## src/rtl/fetch_sequencer_pkg.sv

```systemverilog
// Shared definitions for the uPower fetch sequencer.
//   INSTR_W    : instruction word width
//   fs_state_e : fetch FSM state encoding (IDLE=0, FETCH=1, DONE=2)
package fetch_sequencer_pkg;

  localparam int INSTR_W = 32;

  typedef enum logic [1:0] {
    FS_IDLE  = 2'd0,
    FS_FETCH = 2'd1,
    FS_DONE  = 2'd2
  } fs_state_e;

endpackage

```

## src/rtl/fetch_sequencer_stage_reg.sv

```systemverilog
// One-entry valid/ready output register between fetch and decode.
//
// Handshake: a word moves to decode on any cycle where valid_o & ready_i.
// While valid_o is high and ready_i is low, instr_o/pc_o do not change.
//
// Ports:
//   clk, reset : clock, synchronous active-high reset
//   load_i     : capture data_i/pc_i this edge (only raised when the slot is
//                free or draining this cycle)
//   flush_i    : drop the held word (it still counts as a transfer if it
//                was accepted in this same cycle)
//   ready_i    : decode accepts
//   data_i     : instruction word to capture
//   pc_i       : word index of data_i
//   valid_o    : slot holds a word
//   instr_o    : held instruction
//   pc_o       : word index of instr_o
//   xfer_o     : handshake completed this cycle
module fetch_stage_reg
  import fetch_sequencer_pkg::*;
#(
  parameter int ADDR_W = 32
) (
  input  logic               clk,
  input  logic               reset,
  input  logic               load_i,
  input  logic               flush_i,
  input  logic               ready_i,
  input  logic [INSTR_W-1:0] data_i,
  input  logic [ADDR_W-1:0]  pc_i,
  output logic               valid_o,
  output logic [INSTR_W-1:0] instr_o,
  output logic [ADDR_W-1:0]  pc_o,
  output logic               xfer_o
);

  logic               valid_q;
  logic [INSTR_W-1:0] instr_q;
  logic [ADDR_W-1:0]  pc_q;

  assign valid_o = valid_q;
  assign instr_o = instr_q;
  assign pc_o    = pc_q;
  assign xfer_o  = valid_q & ready_i;

  always_ff @(posedge clk) begin
    if (reset) begin
      valid_q <= 1'b0;
      instr_q <= '0;
      pc_q    <= '0;
    end else if (flush_i) begin
      // Data/pc keep their old values; only validity is withdrawn.
      valid_q <= 1'b0;
    end else if (load_i) begin
      valid_q <= 1'b1;
      instr_q <= data_i;
      pc_q    <= pc_i;
    end else if (xfer_o) begin
      valid_q <= 1'b0;
    end
  end

endmodule

```

## src/rtl/fetch_sequencer.sv

```systemverilog
// Program counter and fetch FSM for the uPower core.
//
// Drives a combinational, word-indexed instruction memory (imem_addr = pc),
// registers each fetched word into a one-entry stage towards decode, accepts
// branch redirects from execute, and stops once pc runs past NUM_INSTR.
//
// Ports:
//   clk, reset     : clock, synchronous active-high reset
//   start          : level, only looked at in IDLE
//   imem_addr      : word index to instruction memory (= pc)
//   imem_data      : instruction at imem_addr, same cycle
//   if_valid/if_ready/if_instr/if_pc : valid/ready output stage to decode
//   branch_taken   : one-cycle redirect pulse, branch_target is the word index
//   done           : DONE state with the output stage drained
//   fetch_count    : number of handshakes with decode (wraps)
//   dbg_state      : current FSM state
module fetch_sequencer
  import fetch_sequencer_pkg::*;
#(
  parameter int ADDR_W    = 32,
  parameter int NUM_INSTR = 8,
  parameter int START_PC  = 0
) (
  input  logic               clk,
  input  logic               reset,
  input  logic               start,
  output logic [ADDR_W-1:0]  imem_addr,
  input  logic [INSTR_W-1:0] imem_data,
  output logic               if_valid,
  input  logic               if_ready,
  output logic [INSTR_W-1:0] if_instr,
  output logic [ADDR_W-1:0]  if_pc,
  input  logic               branch_taken,
  input  logic [ADDR_W-1:0]  branch_target,
  output logic               done,
  output logic [31:0]        fetch_count,
  output fs_state_e          dbg_state
);

  localparam logic [ADDR_W-1:0] LIMIT   = ADDR_W'(NUM_INSTR);
  localparam logic [ADDR_W-1:0] PC_INIT = ADDR_W'(START_PC);

  fs_state_e         state_q;
  logic [ADDR_W-1:0] pc_q;
  logic [31:0]       count_q;

  logic [ADDR_W-1:0] pc_inc_d;
  logic [31:0]       count_d;
  logic              pc_in_range;
  logic              tgt_in_range;
  logic              load;
  logic              flush;
  logic              xfer;

  assign pc_inc_d     = pc_q + ADDR_W'(1);
  assign count_d      = count_q + 32'd1;
  assign pc_in_range  = (pc_q < LIMIT);
  assign tgt_in_range = (branch_target < LIMIT);

  // A redirect in FETCH always wins over a load; the slot may also be
  // refilled in the same cycle it drains.
  assign load  = (state_q == FS_FETCH) && !branch_taken && pc_in_range &&
                 (!if_valid || if_ready);
  // Out-of-range redirects in DONE are ignored, so nothing is flushed then.
  assign flush = branch_taken &&
                 ((state_q == FS_FETCH) || ((state_q == FS_DONE) && tgt_in_range));

  fetch_stage_reg #(.ADDR_W(ADDR_W)) u_stage (
    .clk     (clk),
    .reset   (reset),
    .load_i  (load),
    .flush_i (flush),
    .ready_i (if_ready),
    .data_i  (imem_data),
    .pc_i    (pc_q),
    .valid_o (if_valid),
    .instr_o (if_instr),
    .pc_o    (if_pc),
    .xfer_o  (xfer)
  );

  always_ff @(posedge clk) begin
    if (reset) begin
      state_q <= FS_IDLE;
      pc_q    <= PC_INIT;
      count_q <= '0;
    end else begin
      if (xfer) count_q <= count_d;
      case (state_q)
        FS_IDLE: begin
          if (start) begin
            state_q <= FS_FETCH;
            pc_q    <= PC_INIT;
          end
        end
        FS_FETCH: begin
          if (branch_taken) begin
            pc_q <= branch_target;
            if (!tgt_in_range) state_q <= FS_DONE;
          end else if (!pc_in_range) begin
            // Entered FETCH already past the program (e.g. START_PC too big).
            state_q <= FS_DONE;
          end else if (load) begin
            pc_q <= pc_inc_d;
            if (pc_inc_d == LIMIT) state_q <= FS_DONE;
          end
        end
        FS_DONE: begin
          if (branch_taken && tgt_in_range) begin
            pc_q    <= branch_target;
            state_q <= FS_FETCH;
          end
        end
        default: state_q <= FS_IDLE;
      endcase
    end
  end

  assign imem_addr   = pc_q;
  assign fetch_count = count_q;
  assign done        = (state_q == FS_DONE) && !if_valid;
  assign dbg_state   = state_q;

endmodule
```

## config.mk

```make
export PLATFORM = sky130hd
export DESIGN_NAME = fetch_sequencer
export DESIGN_NICKNAME = d
export VERILOG_FILES = /design/src/rtl/fetch_sequencer_pkg.sv /design/src/rtl/fetch_sequencer_stage_reg.sv /design/src/rtl/fetch_sequencer.sv
export SDC_FILE = /design/constraint.sdc
export NUM_CORES = 1
export LEC_CHECK = 0
export ABC_AREA = 0
export CORE_MARGIN = 4
export CORE_UTILIZATION = 42
export DETAILED_ROUTE_END_ITERATION = 7
export PLACE_DENSITY_LB_ADDON = 0.25
export SLEW_MARGIN = 30
export SYNTH_ARGS = -nofsm -noshare
export SYNTH_HDL_FRONTEND = slang
export SYNTH_SLANG_ARGS = --single-unit
```

## constraint.sdc

```tcl
create_clock -name clk -period 2.3 [get_ports clk]
set_input_delay 0.23 -clock clk [delete_from_list [all_inputs] [get_ports clk]]
set_output_delay 0.23 -clock clk [all_outputs]
set_load 0.01 [all_outputs]
```

==> results.json, run 1 <==
{
  "synth-main-ff-cell": "dfxtp_1",
  "wl_per_cell_um": 18.0,
  "hold_violations": 0,
  "min_period_ns": 2.46,
  "timing.final.ws_setup_ns": -0.159,
  "grt-ovfl-total": 0,
  "io_pins": 201,
  "fillers": 1102,
  "portBuffers": 200,
  "path_buf_inv": 2,
  "r2r_start": "imem_addr[8]",
  "crit_family": "simple AND/OR/NAND/NOR gates",
  "slowest_delay_ns": 0.35,
  "cts_root_buffer": "clkbuf_16",
  "required_ns": 2.64,
  "cp-end-kind": "register",
  "core_um2": 14800,
  "slew_headroom_pct": 52.8,
  "drive_gt1_share_pct": 24.7,
  "clk_pin_slew_ns": 0.06,
  "cts_sinks": 131,
  "cts_max_path_buffers": 2,
  "period_share_pct": 107,
  "tightest_slew_ns": 0.709,
  "cts_tree": "built",
  "synth_edf_count": 0,
  "first_iter_violations": 539,
  "post-synth-top-count-cell": "dfxtp_1",
  "grt_pass1_vias": 6532,
  "gp_congestion": 0.891,
  "syn_area_um2": 6400,
  "synth_cell_type_count": 59,
  "synth_top_cell_by_area": "dfxtp_1",
  "rsz0062_at_grt": "true",
  "worstPathCellList": "buf_4 -> nor4_1 -> nand4b_1 -> nor3_2 -> and2_4 -> o221ai_4 -> clkbuf_16 -> a211oi_2 -> a21oi_1 -> nor2_1",
  "internal_power_uw": 5750,
  "ant_nets": 0,
  "fp-row-count": 44,
  "die-width_um": 131,
  "grt_usage_pct": 23.4,
  "cap_violations": 0,
  "p_leak_uw": 0.00403,
  "synth-seq-area-share_pct": 41.0,
  "antenna_cells": 0,
  "nNetsFinal": 1149,
  "routed_wl_um": 22900,
  "route.detailed.drc": 0,
  "finalSetupTns_ns": -4.68,
  "dieArea_um2": 17300,
  "dp_hpwl_um": 14800,
  "avgSynthCellArea_um2": 8.13,
  "regArea_um2": 2660,
  "vdd_drop_max_v": 0.000616,
  "placedCellCount": 1221,
  "yosys-top-cells-count": "dfxtp_1, nand2_1, nor2_1, a21oi_1, clkbuf_1",
  "min_path_type": "input pin to register",
  "cp_max_fo": 6,
  "worstHoldStart": "reset",
  "area_growth_pct": 66.1,
  "status": "finished, violations left",
  "p_total_uw": 9070,
  "vias": 6985,
  "synth_area_leaders": "dfxtp_1, nand2_1, a21oi_1, xor2_1, nor2_1",
  "violations": "negative setup slack",
  "fin_skew_ns": 0.0100,
  "instances_no_fill": 1270,
  "clk_latency_ns": 0.41,
  "final_core_util_pct": 72.1,
  "comb_power_share_pct": 40.8,
  "p_seq_share_pct": 28.2,
  "via_per_inst": 5.50,
  "multiInputGateArea_um2": 3930,
  "max_freq_ghz": 0.407,
  "powerDensity_nw_per_um2": 853,
  "synthCells": 788,
  "setup_viol": 63,
  "die_y_um": 131,
  "cp.arrival_ns": 2.80,
  "async_flop_share_pct": 0,
  "start_util_pct": 43.4,
  "htreeDepth": 4,
  "yosysTopAreaCellShare_pct": 41.0,
  "grt_max_degree": 59,
  "final_max_slew_viol_count": 0,
  "cts_buffers": 17,
  "netSwitchingPower_uw": 3320,
  "antenna_found_initial": 0,
  "critical_path_class": "register to register",
  "cpMaxStageDelayCell": "dfxtp_1",
  "syn-num-nets": 864,
  "dr.pass1.iters": 5,
  "yosysWarnings": 0,
  "grt_pass1_wl_um": 33400,
  "pwr-share-clk_pct": 31.0,
  "cp-start-kind": "register",
  "sw_frac_of_total_pct": 36.6,
  "ys_ff_latch": 131,
  "cp-startpoint": "imem_addr[8]"
}
==> worst paths after layout <==
| check | slack [ns] | cells after the start | end |
|---|---|---|---|
| worst max register to register | -0.16 | 10 | imem_addr[18] |
| worst min register to register | 0.45 | 2 | u_stage.instr_o[23] |
| worst min-delay path | 0.33 | 2 | imem_addr[4] |
| worst max-delay path | -0.16 | 10 | imem_addr[18] |
==> flip-flops by register name (all words and copies together) (netlist names) <==
register,flops
imem_addr,32
u_stage.valid_o,1
u_stage.instr_o,32
u_stage.pc_o,32
dbg_state,2
fetch_count,32
==> power by group through the flow <==
| stage | Sequential [µW] | Clock, µW | Combinational, µW |
|---|---|---|---|
| 2_1_floorplan | 2650 | 0 | 1270 |
| 3_3_place_gp | 2590 | 0 | 2570 |
| 3_5_place_dp | 2590 | 0 | 2590 |
| 4_1_cts | 2550 | 2860 | 2640 |
| 5_1_grt | 2570 | 2970 | 3910 |
| 6_report | 2550 | 2810 | 3700 |
==> cell type report <==
class / count / share of cell area, %
Multi-Input combinational cell: 590 / 36.9
Timing Repair Buffer: 326 / 29.9
Tap cell: 184 / 2.16
Clock buffer: 17 / 4.00
Clock inverter: 15 / 1.78
Sequential cell: 131 / 25.0
Inverter: 7 / 0.247
==> cell usage in the layout (no fill, tap or decap), drive strengths merged, types with 16 or more instances in the layout <==
master and count:
clkdlybuf4s50 199, dfxtp 131, buf 121, nand2 117, nor2 80, a21oi 67, nand3 39, xor2 35
and2 34, nor3 29, a22oi 27, xnor2 24, clkbuf 23, nand4 22, o21ai 22, inv 16
==> repair_timing <==
item                       in CTS  in global routing
buffers inserted                2                  4
hold buffers                    0                  0
pin swaps                       9                 40
resized for setup              17                107
setup endpoints to repair      23                 87
cloned                          0                 11
==> per-stage QoR <==
stage / hold slack (ns) / worst slack (ns) / area [µm²]
global placement: 0.441 / -0.186 / 9270
floorplan: 0.366 / 0.000359 / 6410
CTS: 0.313 / 0.00192 / 9960
global route: 0.341 / -0.209 / 10600
finish: 0.333 / -0.159 / 10600
detailed placement: 0.444 / -0.259 / 9270
==> kinds of logic after synthesis <==
group                    synth area share, %
AND/OR/NAND/NOR                         30.8
AO/OA/AOI/OAI                           13.1
flip-flops                              41.0
buffers and inverters                   4.98
XOR/XNOR                                8.07
adder cells (fa/ha/maj)                 1.37
multiplexers                           0.821
==> layer usage <==
layer / GRT usage [%] / vias up / share of wire (%)
li1: - / 3322 / -
met1: 29.5 / 3319 / 40
met2: 37.0 / 297 / 48
met3: 8.87 / 47 / 8.9
met4: 7.41 / 0 / 2.3
met5: 0 / - / 0
(Power assumes the default switching activity.)
==> run 2, diff against run 1 <==
CORE_UTILIZATION = 44   (was 42)
CTS_BUF_LIST = sky130_fd_sc_hd__clkbuf_8   (was unset)
==> run 2 against run 1 <==
The run still ends with negative setup slack left; hold slack got worse by 0.063 ns; combinational power fell by 2%; clock skew rose by 0.0038 ns; wire length fell by 3.9%; final area fell by 3.2%; cell count fell by 0.39%.
==> results.json, run 2 (same netlist as run 1, synthesis figures left out) <==
{
  "status": "finished, violations left",
  "violations": "negative setup slack",
  "fillers": 1056,
  "required_ns": 2.67,
  "first_iter_violations": 582,
  "grt_usage_pct": 23.9,
  "fp-row-count": 43,
  "sw_frac_of_total_pct": 39.1,
  "grt-ovfl-total": 0,
  "htreeDepth": 4,
  "placedCellCount": 1214,
  "nNetsFinal": 1148,
  "max_freq_ghz": 0.419,
  "tightest_slew_ns": 0.581,
  "route.detailed.drc": 0,
  "crit_family": "simple AND/OR/NAND/NOR gates",
  "io_pins": 201,
  "internal_power_uw": 4920,
  "comb_power_share_pct": 44.9,
  "period_share_pct": 104,
  "min_period_ns": 2.39,
  "netSwitchingPower_uw": 3160,
  "area_growth_pct": 60.8,
  "final_common_cell": "clkdlybuf4s50_1",
  "wl_per_cell_um": 17.4,
  "cpMaxStageDelayCell": "or3_4",
  "clk_latency_ns": 0.44,
  "final_cell_mix": "clkdlybuf4s50_1, dfxtp_1, nand2_1",
  "cp.arrival_ns": 2.75,
  "start_util_pct": 45.6,
  "instances_no_fill": 1265,
  "cts_root_buffer": "clkbuf_8",
  "cap_violations": 0,
  "die-width_um": 129,
  "timing.final.ws_setup_ns": -0.0860,
  "placed_area_um2": 9220,
  "cts_buffers": 17,
  "pwr-share-clk_pct": 23.6,
  "dieArea_um2": 16500,
  "vias": 6877,
  "grt_max_degree": 60,
  "finalInstanceArea_um2": 10300,
  "critical_path_class": "register to register",
  "p_seq_share_pct": 31.5,
  "fin_skew_ns": 0.0138,
  "slowest_delay_ns": 0.41,
  "grt_pass1_wl_um": 31900,
  "final_core_util_pct": 73.3,
  "drive_gt1_share_pct": 22.9,
  "vdd_drop_max_v": 0.000614,
  "dp_hpwl_um": 14600,
  "cp_max_fo": 7,
  "finalSetupTns_ns": -0.887,
  "die_y_um": 129,
  "antenna_found_initial": 0,
  "cts_sinks": 131,
  "path_common_cell": "nand3_1",
  "clk_pin_slew_ns": 0.09,
  "antenna_cells": 0,
  "rsz0062_at_grt": "true",
  "powerDensity_nw_per_um2": 785,
  "p_leak_uw": 0.00389,
  "min_path_type": "input pin to register",
  "routed_wl_um": 22000,
  "ant_nets": 0,
  "hold_violations": 0,
  "slew_headroom_pct": 61.2,
  "whs_ns": 0.270,
  "path_buf_inv": 0,
  "final_max_slew_viol_count": 0,
  "cp-end-kind": "register",
  "setup_viol": 25,
  "gp_congestion": 0.925,
  "dr.pass1.iters": 5,
  "worstPathCellList": "and4_4 -> nand3_1 -> nor3_1 -> a41o_2 -> nand3_1 -> or3_4 -> o21ai_2 -> mux2i_1",
  "grt_pass1_vias": 6403,
  "cts_tree": "built",
  "portBuffers": 200,
  "holdBufCountCts": 0,
  "via_per_inst": 5.44,
  "cts_max_path_buffers": 2,
  "core_um2": 14000,
  "cp-start-kind": "register"
}
[run 2: cell count changes in the layout (fill, tap and decap cells not counted), sizes merged]
cell | previous run | this run
bufinv | 2 | 1
buf | 121 | 120
inv | 16 | 10
clkbuf | 23 | 25
clkinv | 2 | 7
[run 2: stage by stage]
step           power (µW)  setup slack, ns
6_report             8080          -0.0860
5_1_grt              8430           -0.213
4_1_cts              7050          0.00118
3_5_place_dp         5110           -0.186
3_3_place_gp         5080           -0.169
2_1_floorplan        3920         0.000359
[run 2: layout make-up]
class / instances / area (µm²) / area share (%)
clock buffer: 19 / 262 / 2.54
clock inverter: 13 / 128 / 1.24
inverter: 7 / 26.3 / 0.255
timing repair buffer: 325 / 3140 / 30.5
tap: 180 / 225 / 2.19
multi-input combinational: 590 / 3870 / 37.6
sequential: 131 / 2650 / 25.7
[run 2: worst register-to-register path, cell delays in order (launching register included)]
cell     delay, ns
dfxtp_4       0.39
and4_4        0.27
nand3_1       0.22
nor3_1        0.32
a41o_2        0.27
nand3_1       0.10
or3_4         0.41
o21ai_2       0.17
mux2i_1       0.19
[run 2: worst paths after layout]
kind | endpoint | from | slack, ns | cells after the start
min reg2reg | u_stage.instr_o[2] | u_stage.instr_o[2] | 0.45 | 2
max | dbg_state[0] | imem_addr[0] | -0.09 | 8
min | imem_addr[11] | reset | 0.27 | 2
max reg2reg | dbg_state[0] | imem_addr[0] | -0.09 | 8
[run 2: what timing repair did]
item,CTS,global route
endpoints found under the hold margin,0,0
setup buffers,0,9
pin swaps,8,50
resized for setup,14,90
setup endpoints to repair,12,85
cloned,0,11
[run 2: power groups by stage]
stage	Sequential (µW)	Clock, µW	Combinational (µW)
after floorplan	2650	0	1270
after global placement	2590	0	2490
after detailed placement	2590	0	2520
after CTS	2540	1940	2560
after global routing	2560	2040	3820
final	2550	1910	3630
[run 2: metal layers]
metal | track usage, % | up-vias | wire length, µm | part of all wire (%)
li1 | - | 3306 | - | -
met1 | 30.2 | 3238 | 8920 | 41
met2 | 38.2 | 288 | 10500 | 48
met3 | 8.55 | 45 | 2020 | 9.2
met4 | 7.78 | 0 | 581 | 2.6
met5 | 0 | - | 0 | 0
